--- src/rtl/uart_pkg.sv ---
// Shared types and constants for the UART transmit-side controllers.
// Imported by the arbiter, its interface and sub-modules.
package uart_pkg;

  typedef enum logic [1:0] {
    IDLE,
    ISSUE,
    WAIT
  } arb_state_t;

  localparam int FRAME_BITS    = 10;
  localparam int TIMEOUT_SLACK = 16;

  function automatic int calc_timeout(
    input int clks_per_bit
  );
    return clks_per_bit * FRAME_BITS
         + TIMEOUT_SLACK;
  endfunction

endpackage

--- src/rtl/uart_tx_arbiter_if.sv ---
// Bundle between the byte producers, the arbiter and the shared uart_tx.
// master is the arbiter side, slave is the producer/transmitter side.
interface uart_tx_arbiter_if #(
  parameter int NUM_REQ = 4
);

  localparam int IDX_W = $clog2(NUM_REQ);

  logic [NUM_REQ-1:0]   i_Req;
  logic [8*NUM_REQ-1:0] i_Req_Byte;
  logic [NUM_REQ-1:0]   o_Grant;
  logic [IDX_W-1:0]     o_Grant_Idx;
  logic                 o_Tx_DV;
  logic [7:0]           o_Tx_Byte;
  logic                 i_Tx_Active;
  logic                 i_Tx_Done;
  logic                 o_Busy;
  logic                 o_Timeout;

  modport master (
    input  i_Req,
    input  i_Req_Byte,
    output o_Grant,
    output o_Grant_Idx,
    output o_Tx_DV,
    output o_Tx_Byte,
    input  i_Tx_Active,
    input  i_Tx_Done,
    output o_Busy,
    output o_Timeout
  );

  modport slave (
    output i_Req,
    output i_Req_Byte,
    input  o_Grant,
    input  o_Grant_Idx,
    input  o_Tx_DV,
    input  o_Tx_Byte,
    output i_Tx_Active,
    output i_Tx_Done,
    input  o_Busy,
    input  o_Timeout
  );

endinterface

--- src/rtl/uart_tx_arbiter_rr_arbiter.sv ---
// Combinational round-robin picker: searches ptr+1, ptr+2, ... with wrap.
// Reusable for any shared-resource controller.
module rr_arbiter #(
  parameter int N = 4,
  localparam int W = $clog2(N)
) (
  input  logic [N-1:0] req,
  input  logic [W-1:0] ptr,
  output logic         any,
  output logic [N-1:0] gnt,
  output logic [W-1:0] idx
);

  logic         found;
  logic [W-1:0] k;

  always_comb begin
    any   = |req;
    gnt   = '0;
    idx   = '0;
    found = 1'b0;
    k     = '0;
    for (int i = 1; i <= N; i++) begin
      k = W'((int'(ptr) + i) % N);
      if (!found && req[k]) begin
        found  = 1'b1;
        gnt[k] = 1'b1;
        idx    = k;
      end
    end
  end

endmodule

--- src/rtl/uart_tx_arbiter.sv ---
// Round-robin launcher sharing one uart_tx between NUM_REQ producers,
// with a watchdog that recovers if the done pulse never arrives.
module uart_tx_arbiter
  import uart_pkg::*;
#(
  parameter int NUM_REQ      = 4,
  parameter int CLKS_PER_BIT = 87
) (
  input logic               i_Clock,
  input logic               i_Rst_n,
  uart_tx_arbiter_if.master bus
);

  localparam int IDX_W   = $clog2(NUM_REQ);
  localparam int TIMEOUT = calc_timeout(CLKS_PER_BIT);
  localparam int WD_W    = $clog2(TIMEOUT + 1);

  arb_state_t         state, state_nx;
  logic [IDX_W-1:0]   ptr, ptr_nx;
  logic [WD_W-1:0]    wd, wd_nx;
  logic [NUM_REQ-1:0] grant, grant_nx;
  logic [IDX_W-1:0]   gidx, gidx_nx;
  logic               dv, dv_nx;
  logic [7:0]         tx_byte, tx_byte_nx;
  logic               tmo, tmo_nx;

  logic               rr_any;
  logic [NUM_REQ-1:0] rr_gnt;
  logic [IDX_W-1:0]   rr_idx;

  rr_arbiter #(
    .N (NUM_REQ)
  ) u_rr (
    .req (bus.i_Req),
    .ptr (ptr),
    .any (rr_any),
    .gnt (rr_gnt),
    .idx (rr_idx)
  );

  always_comb begin
    state_nx   = state;
    ptr_nx     = ptr;
    wd_nx      = wd;
    grant_nx   = '0;
    gidx_nx    = gidx;
    dv_nx      = 1'b0;
    tx_byte_nx = tx_byte;
    tmo_nx     = 1'b0;
    unique case (1'b1)
      (state == IDLE): begin
        if (rr_any && !bus.i_Tx_Active) begin
          state_nx   = ISSUE;
          ptr_nx     = rr_idx;
          gidx_nx    = rr_idx;
          grant_nx   = rr_gnt;
          dv_nx      = 1'b1;
          tx_byte_nx = bus.i_Req_Byte[{rr_idx, 3'b000} +: 8];
        end
      end
      (state == ISSUE): begin
        // ISSUE itself is the first watchdog cycle
        state_nx = WAIT;
        wd_nx    = WD_W'(1);
      end
      (state == WAIT): begin
        if (wd != WD_W'(TIMEOUT))
          wd_nx = wd + 1'b1;
        if (bus.i_Tx_Done) begin
          state_nx = IDLE;
        end else if (wd == WD_W'(TIMEOUT - 1)) begin
          state_nx = IDLE;
          tmo_nx   = 1'b1;
        end
      end
      default: state_nx = IDLE;
    endcase
  end

  always_ff @(posedge i_Clock) begin
    if (!i_Rst_n) begin
      state   <= IDLE;
      ptr     <= IDX_W'(NUM_REQ - 1);
      wd      <= '0;
      grant   <= '0;
      gidx    <= '0;
      dv      <= 1'b0;
      tx_byte <= 8'h00;
      tmo     <= 1'b0;
    end else begin
      state   <= state_nx;
      ptr     <= ptr_nx;
      wd      <= wd_nx;
      grant   <= grant_nx;
      gidx    <= gidx_nx;
      dv      <= dv_nx;
      tx_byte <= tx_byte_nx;
      tmo     <= tmo_nx;
    end
  end

  assign bus.o_Grant     = grant;
  assign bus.o_Grant_Idx = gidx;
  assign bus.o_Tx_DV     = dv;
  assign bus.o_Tx_Byte   = tx_byte;
  assign bus.o_Busy      = (state != IDLE);
  assign bus.o_Timeout   = tmo;

endmodule

--- src/flat_wrapper.sv ---
// flat-port wrapper written by rule: the top's interface ports become plain ports
module uart_tx_arbiter_flat import uart_pkg::*;
#(
  parameter int NUM_REQ      = 4,
  parameter int CLKS_PER_BIT = 87
)
  (i_Clock, i_Rst_n, bus_i_Req, bus_i_Req_Byte, bus_o_Grant, bus_o_Grant_Idx, bus_o_Tx_DV, bus_o_Tx_Byte, bus_i_Tx_Active, bus_i_Tx_Done, bus_o_Busy, bus_o_Timeout);
  uart_tx_arbiter_if #(.NUM_REQ(NUM_REQ)) bus_i ();
  input logic i_Clock;
  input logic i_Rst_n;
  input wire logic [$bits(bus_i.i_Req)-1:0] bus_i_Req;
  input wire logic [$bits(bus_i.i_Req_Byte)-1:0] bus_i_Req_Byte;
  output wire logic [$bits(bus_i.o_Grant)-1:0] bus_o_Grant;
  output wire logic [$bits(bus_i.o_Grant_Idx)-1:0] bus_o_Grant_Idx;
  output wire logic [$bits(bus_i.o_Tx_DV)-1:0] bus_o_Tx_DV;
  output wire logic [$bits(bus_i.o_Tx_Byte)-1:0] bus_o_Tx_Byte;
  input wire logic [$bits(bus_i.i_Tx_Active)-1:0] bus_i_Tx_Active;
  input wire logic [$bits(bus_i.i_Tx_Done)-1:0] bus_i_Tx_Done;
  output wire logic [$bits(bus_i.o_Busy)-1:0] bus_o_Busy;
  output wire logic [$bits(bus_i.o_Timeout)-1:0] bus_o_Timeout;
  assign bus_i.i_Req = bus_i_Req;
  assign bus_i.i_Req_Byte = bus_i_Req_Byte;
  assign bus_o_Grant = bus_i.o_Grant;
  assign bus_o_Grant_Idx = bus_i.o_Grant_Idx;
  assign bus_o_Tx_DV = bus_i.o_Tx_DV;
  assign bus_o_Tx_Byte = bus_i.o_Tx_Byte;
  assign bus_i.i_Tx_Active = bus_i_Tx_Active;
  assign bus_i.i_Tx_Done = bus_i_Tx_Done;
  assign bus_o_Busy = bus_i.o_Busy;
  assign bus_o_Timeout = bus_i.o_Timeout;
  uart_tx_arbiter #(.NUM_REQ(NUM_REQ), .CLKS_PER_BIT(CLKS_PER_BIT)) u_core (.i_Clock(i_Clock), .i_Rst_n(i_Rst_n), .bus(bus_i));
endmodule
--- config.mk ---
export PLATFORM = sky130hd
export DESIGN_NAME = uart_tx_arbiter_flat
export DESIGN_NICKNAME = d
export VERILOG_FILES = /design/src/rtl/uart_pkg.sv /design/src/rtl/uart_tx_arbiter_if.sv /design/src/rtl/uart_tx_arbiter_rr_arbiter.sv /design/src/rtl/uart_tx_arbiter.sv /design/src/flat_wrapper.sv
export SDC_FILE = /design/constraint.sdc
export NUM_CORES = 1
export LEC_CHECK = 0
export BUFFER_PORTS_ARGS = -buffer_cell sky130_fd_sc_hd__buf_4
export CORE_MARGIN = 5
export CORE_UTILIZATION = 48
export CTS_BUF_LIST = sky130_fd_sc_hd__clkbuf_16
export DETAILED_ROUTE_END_ITERATION = 7
export PLACE_DENSITY = 0.76
export SLEW_MARGIN = 40
export SYNTH_ARGS = -nofsm -noshare
export SYNTH_HDL_FRONTEND = slang
export SYNTH_SLANG_ARGS = --single-unit
--- constraint.sdc ---
create_clock -name i_Clock -period 2.9 [get_ports i_Clock]
set_input_delay 0.58 -clock i_Clock [delete_from_list [all_inputs] [get_ports i_Clock]]
set_output_delay 0.58 -clock i_Clock [all_outputs]
set_load 0.1 [all_outputs]
==> run_results.csv <==
group,metric,value,unit
outcome,status,"complete, no violations",
power,p_leak,1.17,nW
die,initial_utilization,0.505,
routing,routed_wirelength,5850,µm
sta,worst_pin_slew,0.466,ns
job,max_cap_viol_count,0,
worst_setup_path,reg2reg_slack,0.40,ns
clock_tree,cts.clk_slew.worst_paths,0.05,ns
sta,slew_violations,0,
finish,drive_gt1_frac,0.289,
worst_setup_path,r2r_end,"u_core.bus.o_Tx_Byte[4]",
power,irDropWorstVdd,0.395,mV
synthesis,synth_warnings,0,
synthesis,synth_edf_count,0,
clock_tree,cts_num_sinks,30,
routing,drc,0,
finish,area_growth,26.1,%
finish,diodes,0,
worst_setup_path,crit_path_end_kind,"flop",
global_route,grt_pass1_vias,2114,
placement,dp_hpwl,4370,µm
power,finalPower,1.72,mW
routing,drtPass1Iterations,4,
clock_tree,clk_latency,0.27,ns
die,rows,24,
clock_tree,cts_setup_buffers,0,
finish,final_cell_mix,"buf_4, dfxtp_1, nor2_1",
sta,hold_viol_final,0,
placement,place_congestion,1.00,
worst_setup_path,worst-path-max-fanout,11,
routing,wire_per_inst,15.8,µm
worst_setup_path,r2r_start,"u_core.ptr[1]",
synthesis,syn_inst,266,
die,die_w,78.1,µm
clock_tree,cts-hold-fix-buffers,0,
synthesis,synth_seq_cells,30,
sta,rsz0062_at_grt,"false",
global_route,met3_usage,0.0503,
synthesis,syn_nets,317,
die,die_y,78.1,µm
global_route,grt_max_degree,33,
min_path,holdPathEnd,"u_core.wd[2]",
worst_setup_path,reg2reg_depth,9,
global_route,top_usage_layer,"met2",
die,io-pin-count,57,
finish,fill_cells,385,
routing,route.antenna.remaining_nets,0,
routing,vias,2221,
power,p_per_area,611,nW/µm²
sta,hold_slack,0.518,ns
synthesis,synth_area_leaders,"dfxtp_1, ha_1, a31oi_1",
global_route,grt.overflow.total,0,
sta,final.period_utilization,0.863,
synthesis,yosysTopAreaCellShare,0.270,
synthesis,yosysTopAreaCell,"dfxtp_1",
synthesis,synth_cell_type_count,54,
global_route,grtUsageTotal,0.193,
global_route,grt_use_met1,0.252,
placement,port_buffers,56,
global_route,globalRouteMet2Util,0.313,
sta,period_needed,2.50,ns
synthesis,syn-cell-area,2230,µm²
clock_tree,htree_levels,2,
sta,setup_viol,0,
min_path,whs_path_depth,2,
clock_tree,cts_made_buffers,5,
die,die-area,6110,µm²
sta,maxSlewHeadroom,0.688,
synthesis,synth_ff_type,"dfxtp_1",
sta,skew,0.00232,ns
synthesis,ys_async_sr_fraction,0,
global_route,grt_pass1_wl,9820,µm
sta,setup_tns,0,ns
worst_setup_path,crit_type,"flop to flop",
synthesis,syn_area_per_cell,8.38,µm²
die,core_area,4410,µm²
synthesis,ys_seq_area_frac,0.270,
clock_tree,clockBufferDepth,2,
routing,drtIter0Drc,100,
clock_tree,root_buffer,"clkbuf_16",
worst_setup_path,arrival,2.64,ns
clock_tree,post_cts_resized,0,
clock_tree,cts_tree,"built",
sta,max_freq,0.399,GHz
min_path,min_from,"u_core.wd[2]",
routing,vias_per_cell,6.00,
finish,final_common_cell,"buf_4",
finish,num-nets-final,368,
min_path,min_path_type,"flop to flop",
worst_setup_path,startpoint_type,"flop",
worst_setup_path,crit_required,3.04,ns
global_route,antenna_found_initial,0,
-- synthesized netlist by cell type, types with 2 or more instances --
| cell type | n |
|---|---|
| a21boi_1 | 7 |
| a41oi_1 | 8 |
| and2_1 | 4 |
| a21oi_1 | 9 |
| mux4_2 | 3 |
| buf_4 | 2 |
| o211ai_1 | 2 |
| nor4b_1 | 2 |
| a31oi_1 | 18 |
| nor4_1 | 2 |
| buf_2 | 8 |
| nand3_1 | 5 |
| nand2_1 | 21 |
| or3_1 | 2 |
| nor4b_2 | 6 |
| dfxtp_1 | 30 |
| o22ai_1 | 2 |
| clkbuf_1 | 10 |
| nor3_1 | 3 |
| buf_6 | 2 |
| o21ai_0 | 16 |
| a21boi_0 | 5 |
| and3_1 | 3 |
| mux2i_1 | 10 |
| nand2b_1 | 3 |
| ha_1 | 11 |
| nor2b_1 | 3 |
| nor2_1 | 22 |
| o21a_1 | 2 |
| or3b_2 | 5 |
| a22oi_1 | 4 |
| a221oi_1 | 6 |
| inv_1 | 8 |
| nand3b_1 | 2 |
-- metal layers --
layer  vias to the layer above  share of wire
met1                      1014           0.43
met3                        13          0.077
li1                       1100              -
met2                        94           0.47
met4                         0          0.021
met5                         -              0
-- flip-flops by register name (all words and copies together) (netlist names) --
register                flops
u_core.bus.o_Timeout        1
u_core.bus.o_Grant_Idx      2
u_core.wd                  10
u_core.bus.o_Tx_DV          1
u_core.bus.o_Grant          4
u_core.state                2
u_core.ptr                  2
u_core.bus.o_Tx_Byte        8
-- critical path: stages (launching register included) --
cell	delay [ns]
dfxtp_1	0.32
inv_1	0.10
ha_1	0.41
mux4_2	0.50
nor2_4	0.26
nand3_1	0.10
o21ai_1	0.09
buf_4	0.21
mux2i_1	0.26
a21boi_1	0.10
-- area by class of cell --
| cell class | count | area [µm²] | area share |
|---|---|---|---|
| multi-input cells | 206 | 1480 | 0.528 |
| flip-flops and latches | 30 | 601 | 0.214 |
| repair buffers | 66 | 493 | 0.176 |
| clock buffers | 5 | 125 | 0.0445 |
| well taps | 52 | 65.1 | 0.0232 |
| inverters | 8 | 30.0 | 0.0107 |
| clock inverters | 3 | 12.5 | 0.00445 |
-- worst max path at each step --
stage,endpoint,slack (ns),startpoint,depth (start not counted)
after floorplan,u_core.bus.o_Tx_Byte[0],0.20,u_core.ptr[1],11
after global placement,u_core.bus.o_Tx_Byte[2],0.41,bus_i_Req[1],7
after detailed placement,u_core.bus.o_Tx_Byte[4],0.34,bus_i_Req[1],8
after CTS,u_core.bus.o_Tx_Byte[4],0.41,u_core.ptr[1],9
after global routing,u_core.bus.o_Tx_Byte[4],0.22,u_core.ptr[1],9
final,u_core.bus.o_Tx_Byte[4],0.40,u_core.ptr[1],9
-- where the power goes --
part / total, mW / switching [mW] / internal (mW) / leakage (nW)
Sequential: 0.463 / 0.0168 / 0.446 / 0.245
Combinational: 0.774 / 0.518 / 0.256 / 0.853
Clock: 0.480 / 0.171 / 0.309 / 0.0724
-- per-stage QoR --
step | cells | utilization | setup slack [ns] | cell area [µm²]
floorplan | 266 | - | 0.198 | 2230
global placement | 361 | 0.604 | 0.407 | 2670
detailed placement | 361 | 0.604 | 0.337 | 2670
global route | 370 | 0.636 | 0.222 | 2810
CTS | 369 | 0.635 | 0.410 | 2800
finish | 370 | 0.636 | 0.396 | 2810
-- kinds of logic after synthesis --
logic type	Yosys count	share of synthesized area
AO/OA/AOI/OAI	87	0.265
flip-flops	30	0.270
adder cells (fa/ha/maj)	11	0.0618
XOR/XNOR	2	0.00786
buffers and inverters	30	0.0651
multiplexers	14	0.0803
AND/OR/NAND/NOR	92	0.250
No activity file was read; power rests on OpenSTA's default activity.
